$ cat src/rtl/dtw_ctrl.sv
// rtl/dtw_ctrl.sv - DTW core command controller: reference load / query batch sequencing with watchdog
module dtw_ctrl #(
  parameter int CNT_W     = 16,
  parameter int TIMEOUT_W = 24
) (
  input  logic             clk,
  input  logic             rst,
  input  logic             cmd_valid,
  output logic             cmd_ready,
  input  logic             cmd_op,
  input  logic [31:0]      cmd_len,
  input  logic             abort,
  output logic             core_running,
  output logic             core_op_mode,
  output logic [31:0]      core_ref_len,
  input  logic             core_busy,
  input  logic             core_load_done,
  input  logic             core_sink_wren,
  output logic             ref_loaded,
  output logic [CNT_W-1:0] q_done_cnt,
  output logic             done_pulse,
  output logic             err,
  output logic [2:0]       state
);

  typedef enum logic [2:0] {
    S_IDLE  = 3'd0,
    S_ARM   = 3'd1,
    S_LOAD  = 3'd2,
    S_QUERY = 3'd3,
    S_DRAIN = 3'd4,
    S_DONE  = 3'd5,
    S_ERR   = 3'd6
  } state_t;

  // Trip one count early so the timeout spans exactly 2^TIMEOUT_W-1 cycles.
  localparam logic [TIMEOUT_W-1:0] WD_LAST = {{(TIMEOUT_W-1){1'b1}}, 1'b0};

  state_t               state_q;
  logic [CNT_W-1:0]     target;
  logic [TIMEOUT_W-1:0] wdog;
  logic [CNT_W-1:0]     cnt_inc;
  logic                 wd_expired;

  assign cnt_inc    = q_done_cnt + CNT_W'(1);
  assign wd_expired = (wdog == WD_LAST);
  assign cmd_ready  = (state_q == S_IDLE) && !abort;
  assign state      = state_q;

  always_ff @(posedge clk or negedge rst) begin
    if (!rst) begin
      state_q      <= S_IDLE;
      core_running <= 1'b0;
      core_op_mode <= 1'b0;
      core_ref_len <= 32'd0;
      ref_loaded   <= 1'b0;
      q_done_cnt   <= '0;
      target       <= '0;
      done_pulse   <= 1'b0;
      err          <= 1'b0;
      wdog         <= '0;
    end else if (abort) begin
      state_q      <= S_IDLE;
      core_running <= 1'b0;
      done_pulse   <= 1'b0;
      err          <= 1'b0;
      wdog         <= '0;
    end else begin
      done_pulse <= 1'b0;
      case (state_q)
        S_IDLE: begin
          if (cmd_valid) begin
            core_op_mode <= cmd_op;
            q_done_cnt   <= '0;
            wdog         <= '0;
            if (cmd_op) begin
              core_ref_len <= cmd_len;
              ref_loaded   <= 1'b0;
              state_q      <= S_ARM;
            end else begin
              target <= cmd_len[CNT_W-1:0];
              if (!ref_loaded) begin
                state_q <= S_ERR;
                err     <= 1'b1;
              end else if (cmd_len[CNT_W-1:0] == '0) begin
                state_q    <= S_DONE;
                done_pulse <= 1'b1;
              end else begin
                state_q <= S_ARM;
              end
            end
          end
        end
        S_ARM: begin
          wdog         <= '0;
          core_running <= 1'b1;
          state_q      <= core_op_mode ? S_LOAD : S_QUERY;
        end
        S_LOAD: begin
          if (core_load_done) begin
            ref_loaded   <= 1'b1;
            core_running <= 1'b0;
            wdog         <= '0;
            state_q      <= S_DRAIN;
          end else if (wd_expired) begin
            core_running <= 1'b0;
            err          <= 1'b1;
            state_q      <= S_ERR;
          end else begin
            wdog <= wdog + TIMEOUT_W'(1);
          end
        end
        S_QUERY: begin
          if (core_sink_wren) begin
            q_done_cnt <= cnt_inc;
            wdog       <= '0;
            if (cnt_inc == target) begin
              core_running <= 1'b0;
              state_q      <= S_DRAIN;
            end
          end else if (wd_expired) begin
            core_running <= 1'b0;
            err          <= 1'b1;
            state_q      <= S_ERR;
          end else begin
            wdog <= wdog + TIMEOUT_W'(1);
          end
        end
        S_DRAIN: begin
          if (!core_busy) begin
            wdog       <= '0;
            done_pulse <= 1'b1;
            state_q    <= S_DONE;
          end else if (wd_expired) begin
            err     <= 1'b1;
            state_q <= S_ERR;
          end else begin
            wdog <= wdog + TIMEOUT_W'(1);
          end
        end
        S_DONE: begin
          state_q <= S_IDLE;
        end
        S_ERR: begin
          core_running <= 1'b0;
          err          <= 1'b1;
        end
        default: begin
          core_running <= 1'b0;
          state_q      <= S_IDLE;
        end
      endcase
    end
  end

endmodule

$ cat config.mk
export PLATFORM = sky130hd
export DESIGN_NAME = dtw_ctrl
export DESIGN_NICKNAME = d
export VERILOG_FILES = /design/src/rtl/dtw_ctrl.sv
export SDC_FILE = /design/constraint.sdc
export NUM_CORES = 1
export LEC_CHECK = 0
export BUFFER_PORTS_ARGS = -buffer_cell sky130_fd_sc_hd__buf_2
export CORE_UTILIZATION = 35
export CTS_BUF_LIST = sky130_fd_sc_hd__clkbuf_8
export DETAILED_ROUTE_END_ITERATION = 12
export PLACE_DENSITY = 0.64
export SLEW_MARGIN = 20
export SYNTH_ARGS = -nofsm -noshare
export SYNTH_HDL_FRONTEND = slang
export SYNTH_SLANG_ARGS = --single-unit
$ cat constraint.sdc
create_clock -name clk -period 2.7 [get_ports clk]
set_input_delay 0.675 -clock clk [delete_from_list [all_inputs] [get_ports clk]]
set_output_delay 0.675 -clock clk [all_outputs]
set_load 0.005 [all_outputs]
==> metrics.txt <==
FMAX=394 MHz; Initial DRT Pass Iterations=5; H-tree depth=3; # setup viols final=0; clock buffer depth=2; Power Density=~790 mW/mm^2; overall power=around 4900 uW; RSZ-0062 raised after global routing=no; required time of the critical path=2.98 ns; Slew @ Worst Pin=slightly below 0.8 ns; commonest non-fill, non-tap cell in the layout=dfrtp_1; Arr. time, crit path=between 2 and 3 ns; CP bufs+invs=0; setup bufs post-CTS=0; highest metal used=met4; input/output buffers=96; Layout Nets=roughly 670; Post-synth ARST share=1.00; Max transition margin=0.474; Post-Route WL=between 10,000 and 15,000 um; clk_lat worst skew=0.38 ns; RePlAce Congestion=0.895; crit end category=flip-flop; Period minus WS final=between 2 and 3 ns; root buf cell=clkbuf_8; Final TNS setup=0 ns; clock slew at reported path FFs=0.10 ns; Avg Cell Area, Syn=around 10 sq um; fillers=approximately 1,400; Cells after Synth=525; Min Hold Slack=0.204 ns; total inserted antenna cells=0; vias in the first global route=approximately 4,600; io pins=97; Synth Net Count=between 500 and 600; met3 WL=543 um; EDFF count, synth=0; commonest non-fill, non-tap cells in the layout=96 x dfrtp_1, 95 x buf_2, 65 x o21ai_0, 49 x mux2_2, 43 x nand2_1; worst-path fanout max=9; Worst VDD drop=~0.35 mV; Wirelength per Cell=~17 um; initial antenna violation count=0; max incr delay on CP=0.56 ns; row count=44; Hold Path Class=in -> async; Max-Cap Viols=0; layout cells sized above 1=0.325; Mapped Area=roughly 0.0052 sq mm; worst reg2reg path depth=7; Placeable Area=about 0.015 sq mm; Tcrit/Tclk final=0.941; Metal-1 WL=just over 6000 um; family with the most delay on the worst path=simple AND/OR/NAND/NOR gates; detailed placement HPWL=between 10,000 and 15,000 um; largest net degree at the start of global routing=46; drt drc=0; cts bufs inserted=9; Top FF cell, synth=dfrtp_1; Distinct cells, synth=between 60 and 70; Max Slew Vio Count=0; crit path cell chain=nand4_4 -> nor4_1 -> xnor2_1 -> nand4b_4 -> a2111oi_4 -> nor2_2 -> o22a_1; chip height=between 100 and 150 um; FF+latch count, synth=96; Num Clock Sinks=96; grt ovf=0; DRT iter0 DRCs=316; synthesis-to-finish area growth=18.4%; Hold Fails Final Rpt=0; Synth warnings=0; GRT Util Overall=0.188; LEAKAGE=roughly 0.0028 uW; via/cell ratio=5.71; slowest CP cell=dfrtp_1; critical path class=reg -> reg; Clock Skew=about 0.016 ns; Seq/Total Area, Yosys=0.458; number of cells on the critical path=7; element type at the critical path start=flip-flop; Final WS setup=around 0.16 ns; Place WS=between 0.2 and 0.25 ns; die area=0.0155 sq mm; wire length on met2=~7000 um; DRT antenna net count=0; routed vias=around 4,700; initial core utilization=0.360; TritonCTS clock tree=done; outcome=finished clean; Chip Width=~120 um; first-pass GRT wire length=23,600 um
[report_power, final]
part | total [uW] | leakage (uW) | switching, uW | internal [uW]
clock | 937 | 0.000102 | 542 | 394
combinational | 1810 | 0.00142 | 891 | 920
sequential | 2150 | 0.00124 | 301 | 1850
[worst paths after layout]
path	start	to	slack, ns
setup / recovery	q_done_cnt[6]$_DFFE_PN0P_	state[1]$_DFFE_PN0P_	0.16
hold / removal	rst	q_done_cnt[2]$_DFFE_PN0P_	0.20
setup reg to reg	q_done_cnt[6]$_DFFE_PN0P_	state[1]$_DFFE_PN0P_	0.16
hold reg to reg	wdog[23]$_DFFE_PN0P_	wdog[23]$_DFFE_PN0P_	0.49
max in group asynchronous	rst	core_ref_len[17]$_DFFE_PN0P_	1.79
min in group clk	wdog[23]$_DFFE_PN0P_	wdog[23]$_DFFE_PN0P_	0.49
[logic make-up after synthesis]
family,share of synthesized area
xor+xnor,0.0284
mux,0.107
compound gates,0.184
fa+ha+maj,0.00716
flops,0.458
buf+inv,0.0348
simple gates,0.181
[area by class of cell]
cell class,instances,area (sq um),area share
clock buffer,11,151,0.0244
multi-input combinational,388,2670,0.429
tap,184,230,0.0371
timing repair buffer,121,683,0.110
inverter,10,37.5,0.00604
clock inverter,5,38.8,0.00624
sequential,96,2400,0.387
[cell usage after synthesis, drive strengths merged (4+ instances only)]
| cell type | count | area share |
|---|---|---|
| dfrtp | 96 | 0.46 |
| o21ai | 65 | 0.062 |
| mux2 | 49 | 0.11 |
| nand2 | 44 | 0.032 |
| a21oi | 29 | 0.028 |
| nand3 | 25 | 0.025 |
| nor2 | 24 | 0.018 |
| clkbuf | 18 | 0.013 |
| o31ai | 16 | 0.023 |
| nor4 | 14 | 0.022 |
| buf | 13 | 0.015 |
| nand4 | 13 | 0.018 |
| and3 | 10 | 0.012 |
| inv | 10 | 0.0072 |
| a31oi | 9 | 0.011 |
| xnor2 | 9 | 0.015 |
| xor2 | 8 | 0.013 |
| and4 | 6 | 0.010 |
| o41ai | 5 | 0.0083 |
| and2 | 4 | 0.0048 |
| nor3 | 4 | 0.0048 |
| nor3b | 4 | 0.0057 |
| o211ai | 4 | 0.0057 |
[routing by layer]
| metal | vias to the layer above | global-route usage |
|---|---|---|
| met2 | 153 | 0.317 |
| met3 | 22 | 0.0258 |
| li1 | 2168 | - |
| met5 | - | 0 |
| met1 | 2307 | 0.241 |
| met4 | 0 | 0.0808 |
[flip-flops by register name (all words and copies together), names as in the netlist]
signal	count
core_running	1
core_op_mode	1
ref_loaded	1
err	1
done_pulse	1
state	3
core_ref_len	32
q_done_cnt	16
wdog	24
target	16
[metrics by stage]
step,instance area (sq um),cells,utilization
finish,6210,815,0.426
global route,6210,815,0.426
CTS,6210,815,0.426
detailed placement,6020,799,0.413
global placement,6020,799,0.413
floorplan,5250,525,-
[timing repair]
item / 4_1_cts / 5_1_grt
resized for setup: 0 / 1
endpoints found under the hold margin: 0 / 0
setup endpoints to repair: 0 / 1
hold buffers: 0 / 0
Power figures use the tool's default switching activity.
